[src/rtl/posit_add_arb.sv]
// Round-robin front end sharing one combinational posit adder among R requesters.
// Operand register (S1) -> adder -> result register (S2) with response backpressure (es >= 1).
module posit_add_arb #(
  parameter int N   = 16,
  parameter int es  = 2,
  parameter int R   = 4,
  parameter int IDW = 2
) (
  input  logic           clk,
  input  logic           rst_n,
  input  logic [R-1:0]   req_valid,
  output logic [R-1:0]   req_ready,
  input  logic [R*N-1:0] req_in1,
  input  logic [R*N-1:0] req_in2,
  output logic           rsp_valid,
  input  logic           rsp_ready,
  output logic [N-1:0]   rsp_out,
  output logic           rsp_inf,
  output logic           rsp_zero,
  output logic [IDW-1:0] rsp_id,
  output logic [1:0]     in_flight
);
  localparam int FW = N - 1 - es;
  localparam int MW = FW + 4;
  localparam int SW = $clog2(N) + es + 3;
  localparam int SL = N + es + MW;
  localparam logic [N-1:0] NAR = {1'b1, {(N-1){1'b0}}};

  typedef struct packed {
    logic [SW-1:0] scale;
    logic [FW-1:0] frac;
  } upos_t;

  typedef struct packed {
    logic [N-1:0] out;
    logic         inf;
    logic         zero;
  } sum_t;

  function automatic upos_t decode(input logic [N-2:0] mag);
    upos_t u;
    logic lead, done;
    int run, sc;
    logic [N-2:0] body;
    lead = mag[N-2];
    run  = 0;
    done = 1'b0;
    for (int i = N-2; i >= 0; i--) begin
      if (!done && mag[i] == lead) run++;
      else done = 1'b1;
    end
    body = mag << (run + 1);
    sc = (lead ? run - 1 : -run) * (1 << es) + int'(body[N-2 -: es]);
    u.scale = SW'(sc);
    u.frac  = body[FW-1:0];
    return u;
  endfunction

  // Regime/exponent/fraction packed into one string, then RNE at N-1 bits; never rounds to zero or NaR.
  function automatic logic [N-2:0] round_encode(input logic signed [SW-1:0] scale,
                                                input logic [MW-2:0] fn);
    int k, len;
    logic [es-1:0] e;
    logic [SL-1:0] str;
    logic [N-2:0] top;
    logic guard, sticky;
    k = int'(scale) >>> es;
    e = scale[es-1:0];
    if (k > N-3) return {(N-1){1'b1}};
    if (k < -(N-2)) return {{(N-2){1'b0}}, 1'b1};
    if (k >= 0) begin
      str = ~({SL{1'b1}} >> (k + 1));
      len = k + 2;
    end else begin
      str = {1'b1, {(SL-1){1'b0}}} >> (-k);
      len = 1 - k;
    end
    str    = str | ({e, fn, {(SL-es-MW+1){1'b0}}} >> len);
    top    = str[SL-1 -: N-1];
    guard  = str[SL-N];
    sticky = |str[SL-N-1:0];
    return top + (N-1)'(guard & (sticky | top[0]));
  endfunction

  function automatic sum_t posit_add(input logic [N-1:0] a, input logic [N-1:0] b);
    sum_t r;
    logic sa, sb, swap, sign;
    logic [N-1:0] ma, mb;
    upos_t ub, us;
    logic [MW-1:0] mbig, msml, s;
    logic [2*MW-1:0] ext;
    logic [N-2:0] mag;
    int d, pos, sc;
    r.inf  = (a == NAR) | (b == NAR);
    r.zero = (a == '0) & (b == '0);
    sa = a[N-1];
    sb = b[N-1];
    ma = sa ? -a : a;
    mb = sb ? -b : b;
    swap = mb > ma;
    ub = decode(swap ? mb[N-2:0] : ma[N-2:0]);
    us = decode(swap ? ma[N-2:0] : mb[N-2:0]);
    sign = swap ? sb : sa;
    mbig = {2'b01, ub.frac, 2'b00};
    msml = {2'b01, us.frac, 2'b00};
    d = int'($signed(ub.scale)) - int'($signed(us.scale));
    if (d > MW + 1) d = MW + 1;
    // Bits shifted past the LSB are jammed into it so RNE still sees them.
    ext  = {msml, {MW{1'b0}}} >> d;
    msml = ext[2*MW-1:MW] | {{(MW-1){1'b0}}, |ext[MW-1:0]};
    s = (sa ^ sb) ? mbig - msml : mbig + msml;
    pos = 0;
    for (int i = 0; i < MW; i++) if (s[i]) pos = i;
    sc  = int'($signed(ub.scale)) + pos - (MW - 2);
    mag = round_encode(SW'(sc), (MW-1)'(s << (MW - 1 - pos)));
    if (r.inf)          r.out = NAR;
    else if (a == '0)   r.out = b;
    else if (b == '0)   r.out = a;
    else if (s == '0)   r.out = '0;
    else                r.out = sign ? -{1'b0, mag} : {1'b0, mag};
    return r;
  endfunction

  logic [IDW-1:0] ptr_q, ptr_d, gnt_id;
  logic s1_valid_q, s1_valid_d, s2_valid_q, s2_valid_d;
  logic [N-1:0] s1_a_q, s1_a_d, s1_b_q, s1_b_d, s2_out_q, s2_out_d;
  logic [IDW-1:0] s1_id_q, s1_id_d, s2_id_q, s2_id_d;
  logic s2_inf_q, s2_inf_d, s2_zero_q, s2_zero_d;
  logic s1_adv, s2_adv, xfer, found;
  logic [R-1:0] grant;
  sum_t sum;
  int idx;

  always_comb begin
    s2_adv = ~s2_valid_q | rsp_ready;
    s1_adv = ~s1_valid_q | s2_adv;
    grant  = '0;
    gnt_id = '0;
    found  = 1'b0;
    idx    = 0;
    if (s1_adv && rst_n) begin
      for (int j = 0; j < R; j++) begin
        idx = int'(ptr_q) + j;
        if (idx >= R) idx = idx - R;
        if (!found && req_valid[idx]) begin
          found      = 1'b1;
          grant[idx] = 1'b1;
          gnt_id     = IDW'(idx);
        end
      end
    end
    xfer  = found;
    ptr_d = xfer ? ((gnt_id == IDW'(R-1)) ? '0 : gnt_id + 1'b1) : ptr_q;

    // S1: operand capture
    s1_a_d     = xfer ? req_in1[gnt_id*N +: N] : s1_a_q;
    s1_b_d     = xfer ? req_in2[gnt_id*N +: N] : s1_b_q;
    s1_id_d    = xfer ? gnt_id : s1_id_q;
    s1_valid_d = xfer ? 1'b1 : (s1_adv ? 1'b0 : s1_valid_q);

    // S2: adder result capture, held while the response is stalled
    sum        = posit_add(s1_a_q, s1_b_q);
    s2_out_d   = s2_adv ? sum.out    : s2_out_q;
    s2_inf_d   = s2_adv ? sum.inf    : s2_inf_q;
    s2_zero_d  = s2_adv ? sum.zero   : s2_zero_q;
    s2_id_d    = s2_adv ? s1_id_q    : s2_id_q;
    s2_valid_d = s2_adv ? s1_valid_q : s2_valid_q;
  end

  always_ff @(posedge clk) begin
    if (!rst_n) begin
      ptr_q      <= '0;
      s1_valid_q <= 1'b0;
      s2_valid_q <= 1'b0;
      s2_out_q   <= '0;
      s2_inf_q   <= 1'b0;
      s2_zero_q  <= 1'b0;
      s2_id_q    <= '0;
    end else begin
      ptr_q      <= ptr_d;
      s1_valid_q <= s1_valid_d;
      s2_valid_q <= s2_valid_d;
      s2_out_q   <= s2_out_d;
      s2_inf_q   <= s2_inf_d;
      s2_zero_q  <= s2_zero_d;
      s2_id_q    <= s2_id_d;
    end
  end

  always_ff @(posedge clk) begin
    s1_a_q  <= s1_a_d;
    s1_b_q  <= s1_b_d;
    s1_id_q <= s1_id_d;
  end

  assign req_ready = grant;
  assign rsp_valid = s2_valid_q;
  assign rsp_out   = s2_out_q;
  assign rsp_inf   = s2_inf_q;
  assign rsp_zero  = s2_zero_q;
  assign rsp_id    = s2_id_q;
  assign in_flight = 2'(s1_valid_q) + 2'(s2_valid_q);
endmodule
[config.mk]
export PLATFORM = sky130hd
export DESIGN_NAME = posit_add_arb
export DESIGN_NICKNAME = d
export VERILOG_FILES = /design/src/rtl/posit_add_arb.sv
export SDC_FILE = /design/constraint.sdc
export NUM_CORES = 1
export LEC_CHECK = 0
export ABC_AREA = 0
export CAP_MARGIN = 20
export CORE_ASPECT_RATIO = 1.5
export CORE_UTILIZATION = 55
export DETAILED_ROUTE_END_ITERATION = 12
export HOLD_SLACK_MARGIN = 0.06
export PLACE_DENSITY = 0.8
export REMOVE_ABC_BUFFERS = 1
export SYNTH_ARGS = -nofsm -noshare
export SYNTH_HDL_FRONTEND = slang
export SYNTH_SLANG_ARGS = --single-unit
[constraint.sdc]
create_clock -name clk -period 57.3 [get_ports clk]
set_input_delay 14.325 -clock clk [delete_from_list [all_inputs] [get_ports clk]]
set_output_delay 14.325 -clock clk [all_outputs]
set_load 0.1 [all_outputs]
# Word level (Yosys, flattened, before mapping)
# Cells that the tools add are included.
[totals]
romBits = 0
memories = 0
mem_bits_rw = 0
output_inout_bits = 27
elab_cells = 355
in_bits = 135
latchBits = 0
reg_bits = 58
[op_classes]
n_mul = 0
n_eq_ne = 31
order_cmp = 17
n_shift = 9
n_bitwise = 15
n_reduce_logical = 67
muxes = 149
div_mod_pow = 0
n_addsub = 57
[ops]
columns = ["cell", "count"]
rows = [
  ["32-bit two-way mux", 53],
  ["32-bit by 2-bit adder with 32-bit output (second input constant)", 28],
  ["32-bit by 1-bit greater-or-equal comparator with 1-bit output (second input constant)", 4],
  ["32-bit by 4-bit < comparator with 1-bit output (second input constant)", 4],
  ["64-bit by 7-bit indexed part select with 16-bit output", 2],
  ["16-bit two-way mux", 7],
  ["35-bit two-way mux", 3],
  ["15-bit two-way mux", 6],
  ["35-bit by 32-bit >> shifter with 35-bit output (first input constant)", 2],
  ["15-bit by 32-bit left shift with 15-bit output", 2],
  ["1-bit two-way mux", 53],
  ["35-bit NOT", 1],
  ["35-bit bitwise OR", 1],
  ["35-bit by 32-bit >> shifter with 35-bit output", 1],
  ["1-bit logical AND", 34],
  ["33-bit by 32-bit >> shifter with 34-bit output", 1],
  ["16-bit == test (second input constant)", 2],
  ["16-bit zero test", 2],
  ["4-bit two-way mux", 8],
  ["16-bit negator", 2],
  ["7-bit negator with 32-bit output", 1],
  ["17-bit by 32-bit left shift with 16-bit output", 1],
  ["6-bit by 32-bit subtractor with 32-bit output (first input constant)", 1],
  ["1-bit == test", 28],
  ["43 further kinds", 98],
]

# Longest topological paths before layout
# Gate-level depths: netlist (run 1).
[logic_depth]
depth_word = 91
mapped_depth = 152
ltp_nobuf = 141

# Worst setup path after synthesis (run 1)
# Ideal clock, no wire load.
[synth_path]
kind = "in2out"
start = "input req_valid[0]"
end = "output req_ready[0]"
required_time_ns = 42.975
stages = 6
path_buffers = 1
setup_slack_ns = 25.804
arrival_ns = 17.171
path_cell_list = "clkbuf_1 > mux4_2 > a211oi_1 > a22o_1 > mux2i_1 > a21oi_1"
[synth_between]
elab_chain_cells = 17
[synth_lines]
columns = ["item", "line", "rtl"]
rows = [
  ["from (decl)", "11", "input logic [R-1:0] req_valid,"],
  ["1-bit binary-select mux with 2-bit select", "145", "if (!found && req_valid[idx]) begin"],
  ["1-bit two-way mux (implied by the code) (2 in a row)", "145", ""],
  ["1-bit two-way mux", "145", ""],
  ["1-bit two-way mux", "141", "if (s1_adv && rst_n) begin"],
  ["1-bit zero test", "145", ""],
  ["1-bit logical AND", "145", ""],
  ["1-bit two-way mux", "145", ""],
  ["1-bit two-way mux", "141", ""],
  ["1-bit zero test", "145", ""],
  ["1-bit logical AND", "145", ""],
  ["1-bit two-way mux", "145", ""],
  ["1-bit two-way mux", "141", ""],
  ["1-bit zero test", "145", ""],
  ["1-bit logical AND", "145", ""],
  ["4-bit two-way mux (*)", "145", ""],
  ["4-bit two-way mux (*)", "141", ""],
  ["to (decl)", "12", "output logic [R-1:0] req_ready,"],
]
# Every way passes the cells marked *; elsewhere a longest branch is shown, timed or not. The select of a mux whose other input is x is not followed.

# Final worst setup path (run 1)
[layout_path]
start = "register s1_b_q[0]"
end = "register s2_out_q[14], in the netlist rsp_out[14]"
[layout_between]
elab_chain_cells = 91
[layout_lines]
columns = ["item", "line", "rtl"]
rows = [
  ["from (decl)", "126", "logic [N-1:0] s1_a_q, s1_a_d, s1_b_q, s1_b_d, s2_out_q, s2_out_d;"],
  ["from (signal assigned)", "192", "s1_b_q <= s1_b_d;"],
  ["parallel branches: the longest is 90 deep, another holds 32-bit by 2-bit adder with 32-bit output", "--", ""],
  ["16-bit two-way mux (*)", "116", "if (r.inf) r.out = NAR;"],
  ["to (signal assigned)", "183", "s2_out_q <= s2_out_d;"],
  ["to (decl)", "126", ""],
]
# Every way passes the cells marked *. The select of a mux whose other input is x is not followed.
# A chain may end at the register's enable or synchronous reset.

==> results of run 1 <==
==> worst min path at each step <==
stage                  to  cells after the start  startpoint  slack, ns
2_1_floorplan   rsp_valid                      2  s1_valid_q       0.47
4_1_cts        rsp_out[7]                      2  rsp_out[7]       0.46
3_3_place_gp     rsp_zero                      2    rsp_zero       0.44
5_1_grt          rsp_zero                      2    rsp_zero       0.49
6_report       rsp_out[4]                      2  rsp_out[4]       0.47
3_5_place_dp   rsp_out[4]                      2  rsp_out[4]       0.45
==> cells in the final DEF, fill, tap and decap left out, types with 16 or more instances in the layout <==
master | netlist | routed
xor2_1 | 53 | 53
o22ai_1 | 33 | 33
nor2b_1 | 30 | 30
and3_1 | 26 | 26
a221oi_1 | 16 | 16
o31ai_1 | 33 | 32
edfxtp_1 | 34 | 34
o21a_1 | 25 | 25
nand2b_1 | 29 | 29
nor2_1 | 309 | 308
a211oi_1 | 76 | 76
nor3_1 | 92 | 92
nand4_1 | 34 | 34
inv_1 | 106 | 105
a21o_1 | 39 | 39
o211ai_1 | 42 | 42
clkdlybuf4s50_1 | 0 | 161
a21oi_1 | 204 | 204
and2_1 | 70 | 70
a211o_1 | 17 | 17
ha_1 | 113 | 113
mux2_2 | 23 | 23
nand2_1 | 362 | 362
mux2i_1 | 85 | 84
or3_1 | 29 | 29
nor4_1 | 41 | 41
dfxtp_1 | 24 | 24
or2_2 | 29 | 29
a31oi_1 | 68 | 68
a22oi_1 | 28 | 28
nand3_1 | 86 | 86
o21ai_0 | 155 | 155
o21bai_1 | 17 | 17
xnor2_1 | 107 | 103
buf_4 | 12 | 45
==> state kept, by name, indices dropped and copies added (netlist names) <==
name        flops
s1_b_q         16
ptr_q           2
s1_id_q         2
rsp_id          2
rsp_out        16
s1_a_q         16
rsp_zero        1
s1_valid_q      1
rsp_inf         1
rsp_valid       1
==> per-stage QoR <==
stage	cells	cell area [sq um]	hold WS [ns]
finish	3478	22000	0.475
global route	3478	22000	0.487
CTS	3476	22000	0.463
detailed placement	3460	21700	0.452
global placement	3460	21700	0.440
floorplan	2782	19100	0.467
==> critical path, delay by kind of cell, from the launching register on <==
kind | cells | cell delay, ns
and+or+nand+nor | 36 | 9.23
muxes | 3 | 0.87
xor gates and xnor gates | 9 | 2.16
AOI/OAI and AO/OA | 61 | 12.19
DFF | 1 | 0.50
buffers and inverters | 12 | 2.97
adders and majority gates | 19 | 5.29
==> layer usage <==
layer,global-route usage,wire length (um)
met1,0.463,28600
met5,0,0
met2,0.712,36100
met4,0.295,5780
met3,0.0619,6480
==> cells by family after synthesis <==
kind of cell,count (synthesis)
buffers and inverters,276
XOR/XNOR,170
AO/OA/AOI/OAI,985
flip-flops,58
adder cells (fa/ha/maj),116
multiplexers,116
AND/OR/NAND/NOR,1218
==> cell type report <==
class / count / area (sq um)
clock buffers: 14 / 307
clock inverters: 2 / 13.8
fillers: 3337 / 13200
inverters: 119 / 447
multi-input cells: 2605 / 17200
flip-flops and latches: 58 / 1500
well taps: 473 / 592
repair buffers: 207 / 1960
==> run metrics, run 1 <==
status=finished, final reports clean; worst r2r src=s1_b_q[0]; WL final=77.0 mm; GR Overflow Total=0; Initial Util=0.562; most used cell along the critical path=ha_1; Synth Cell Area=19800 sq um; global placement routability congestion=roughly 1.1; Row Count=84; final setup violation count=0; synth top area cells=ha_1 7.1%, nand2_1 6.9%, nor2_1 5.9%; multiplexer share of the synthesized area=0.0642; # diodes=0; sequential fraction of the synthesis area=0.0758; largest stage delay on the critical path=0.70 ns; Post-synth top cells=362 x nand2_1, 309 x nor2_1, 204 x a21oi_1, 155 x o21ai_0, 113 x ha_1; CP endpoint kind=flop; clk root buf=clkbuf_16; CTS tree=yes; # IOs=162; core area=approximately 35000 sq um; CP endpoint=rsp_out[14]; xor/xnor cell area share of the yosys netlist=0.0813; skew final=0.00970 ns; Synth Flop Type=edfxtp_1; max cap viols=0; H-tree levels=3; Remaining DRCs=0; worst path arrival time=33.67 ns; drt pass-1 iters=8; R2R cell count=140; CP startpoint=s1_b_q[0]; hold-fix buffers at CTS=0; post-CTS setup buffers=0; Setup TNS=0 ns; crit path time final=33.44 ns; CP Launch Type=flop; data required time of the critical path=57.53 ns; reg-to-reg endpoint=rsp_out[14]; Post-Route Utilization=0.626; HPWL Detailed=~61 mm; first-pass GRT wire length=121 mm; largest net degree at the start of global routing=67; clock slew at reported path FFs=about 0.060 ns; number of global-route vias before repair=about 23000; Final WS setup=roughly 24 ns; Post-Synth Simple-Gate Area=0.298; Die Y-Extent=234 um; ANT nets after route=0; TritonCTS Buffers=9; reg2reg setup slack=23.86 ns; slowest CP cell=a31oi_1; Synth Area in Compound Gates=0.348; ys async rst share=0; largest family of logic cells by synthesized area=compound AO/OA/AOI/OAI gates; worst hold path class=reg2reg; Die Wd=157 um; GRT Total Usage=0.413; Via-to-Cell Ratio=6.96; fin nets=3251; Post-Syn Instances=between 2000 and 3000; top cell type's share of synthesized area=0.0714; Post-Syn Area per Cell=6.74 sq um; number of DRC markers in iteration 0=2772; relative slew slack=0.303; Layout area overhead=11.3%; clk sinks=58; post-place setup slack=24.64 ns; Worst Tran Pin Value=between 1 and 1.5 ns; layout cell share with drive strength beyond 1=0.0672; yosys warns=0; initial antenna violation count=0; area leader, netlist=ha_1; f_max=29.9 MHz; period utilization=0.584; RSZ-0062 raised after global routing=false; Port Buffers=161; #FFs+latches synth=58; post-cts resize count=0; Max Fanout on Critical Path=54; Synth cell types=128; clock buffer depth=2; kind of critical path=reg2reg; Worst-Skew Late Latency=0.35 ns; most frequent cell after synthesis=nand2_1; Post-Synth Adder-Cell Area=0.0744; Post-synth EDFFs=34; max-slew violations=0; final hold vios=0; vias=24200; Routed wire per std cell=22.1 um; DIE AREA=between 30000 and 40000 sq um
Power of run 1 is left out: the tool's default activity adds up to more than one toggle a clock period on the data nets, which glitch-free logic cannot reach.
==> run 2: changes to the inputs <==
- PLACE_DENSITY: 0.8 -> 0.83
- clock period: 57.3 -> 30.3 ns (I/O delays scaled with it)
==> run 2 against run 1 <==
Compared with the run above: maximum frequency grew 16%; non-clock buffer count grew 47; count of clock-buffer cells in the layout unchanged; critical endpoint is now rsp_out[12]; wire length up 4.8%; largest cell class unchanged; worst setup slack got worse by 22 ns; first-iteration DRC count is 3.8% higher; sequential cell count stayed put; final cell count up 1.4%; die area unchanged; core utilization up 2.1 points; sequential share of layout area is 0.22 points lower; register-to-register slack lost 22 ns.
==> run metrics, run 2 (synthesis results as in run 1) <==
Setup TNS=0 ns (unchanged); Max Fanout on Critical Path=18 (-67%); Worst Tran Pin Value=1.15 ns (+0.106 ns); slowest CP cell=or4b_4; layout cell share with drive strength beyond 1=0.0960 (+0.0287); area of the multi-input gates=17600 sq um (+2.1%); final setup violation count=0 (unchanged); crit path time final=28.80 ns (-4.65 ns); relative slew slack=0.225 (-0.0781); post-place setup slack=0.195 ns (-24.45 ns); fin nets=3299 (+1.5%); f_max=34.7 MHz (+16%); Die Y-Extent=234 um (unchanged); worst r2r src=s1_b_q[1]; vias=24800 (+2.5%); most used cell along the critical path=ha_1; CTS tree=yes; Port Buffers=161 (unchanged); worst path arrival time=29.06 ns (-4.61 ns); clock slew at reported path FFs=0.06 ns (about the same); most common cell after layout, fill and taps aside=nand2_1; ANT nets after route=0 (unchanged); Worst-Skew Late Latency=0.34 ns (about the same); clk sinks=58 (unchanged); number of DRC markers in iteration 0=2876 (+3.8%); largest net degree at the start of global routing=66 (-1.5%); DIE AREA=36800 sq um (unchanged); Remaining DRCs=0 (unchanged); hold_sp=rsp_zero; max-slew violations=0 (unchanged); worst hold path class=reg2reg; core area=35200 sq um (unchanged); initial antenna violation count=3 (+3); largest stage delay on the critical path=0.61 ns (-0.09 ns); clk root buf=clkbuf_16; data required time of the critical path=30.57 ns (-26.96 ns); GR Overflow Total=0 (unchanged); H-tree levels=3 (unchanged); Reg area=1500 sq um (unchanged); number of global-route vias before repair=23400 (+1.7%); Row Count=84 (unchanged); Final WS setup=1.50 ns (-22.35 ns); max cap viols=0 (unchanged); GRT Total Usage=0.430 (+0.0166); final hold vios=0 (unchanged); reg2reg setup slack=1.50 ns (-22.35 ns); drt pass-1 iters=8 (unchanged); CP startpoint=s1_b_q[1]; Initial Util=0.562 (unchanged); kind of critical path=reg2reg; Post-Route Utilization=0.647 (+0.0210); Via-to-Cell Ratio=7.03 (+1.1%); WL final=80.7 mm (+4.8%); Layout area overhead=15.0%; status=finished, final reports clean; period utilization=0.950 (+0.367); HPWL Detailed=62.8 mm (+3.7%); clock buffer depth=2 (unchanged); global placement routability congestion=1.06 (-1.6%); # IOs=162 (unchanged); TritonCTS Buffers=9 (unchanged); Die Wd=157 um (unchanged); Routed wire per std cell=22.9 um (+3.3%); CP endpoint kind=flop; CP Launch Type=flop; most frequent cells in the layout=361 x nand2_1, 303 x nor2_1, 202 x a21oi_1, 161 x clkdlybuf4s50_1, 152 x o21ai_0; first-pass GRT wire length=125 mm (+3.6%); skew final=0.00867 ns (-0.00103 ns); filler instances=3169 (-5.0%)
## run 2: timing repair
item,CTS,global route
hold buffers,0,0
gates resized for setup,0,74
setup endpoints to repair,0,16
buffers inserted,0,24
endpoints found under the hold margin,0,0
## run 2: area by class of cell
type	count	share of cell area
Clock buffer	14	0.0135
Inverter	119	0.0197
Tap cell	473	0.0260
Clock inverter	2	0.000494
Sequential cell	58	0.0659
Timing Repair Buffer	254	0.102
Antenna cell	2	0.000220
Multi-Input combinational cell	2606	0.772
## run 2: routing by layer
metal,track usage,up-vias,part of all wire
li1,-,11300,-
met1,0.472,11500,0.36
met2,0.741,1620,0.47
met3,0.0846,450,0.088
met4,0.297,2,0.076
met5,0,-,0.00067
## run 2: path summary, 6_finish.rpt
| check | depth (start not counted) | endpoint |
|---|---|---|
| min | 2 | rsp_zero |
| max | 137 | rsp_out[12] |
| max reg2reg | 137 | rsp_out[12] |
| min reg2reg | 2 | rsp_zero |
## run 2: metrics by stage
step                      hold slack [ns]  std cells  instance area, sq um
after global placement              0.442       3485                 21900
final                               0.477       3528                 22800
after CTS                           0.473       3501                 22200
after floorplan                     0.467       2782                 19100
after detailed placement            0.461       3485                 21900
after global routing                0.489       3528                 22800
## run 2: critical path: cells and delay by family (launching register included)
kind	cells	cell delay [ns]
flops	1	0.50
compound gates	59	11.00
fa+ha+maj	19	5.58
xor+xnor	9	1.61
simple gates	34	7.33
mux	5	0.75
buf+inv	11	1.93
Power of run 2 is left out for the same reason.
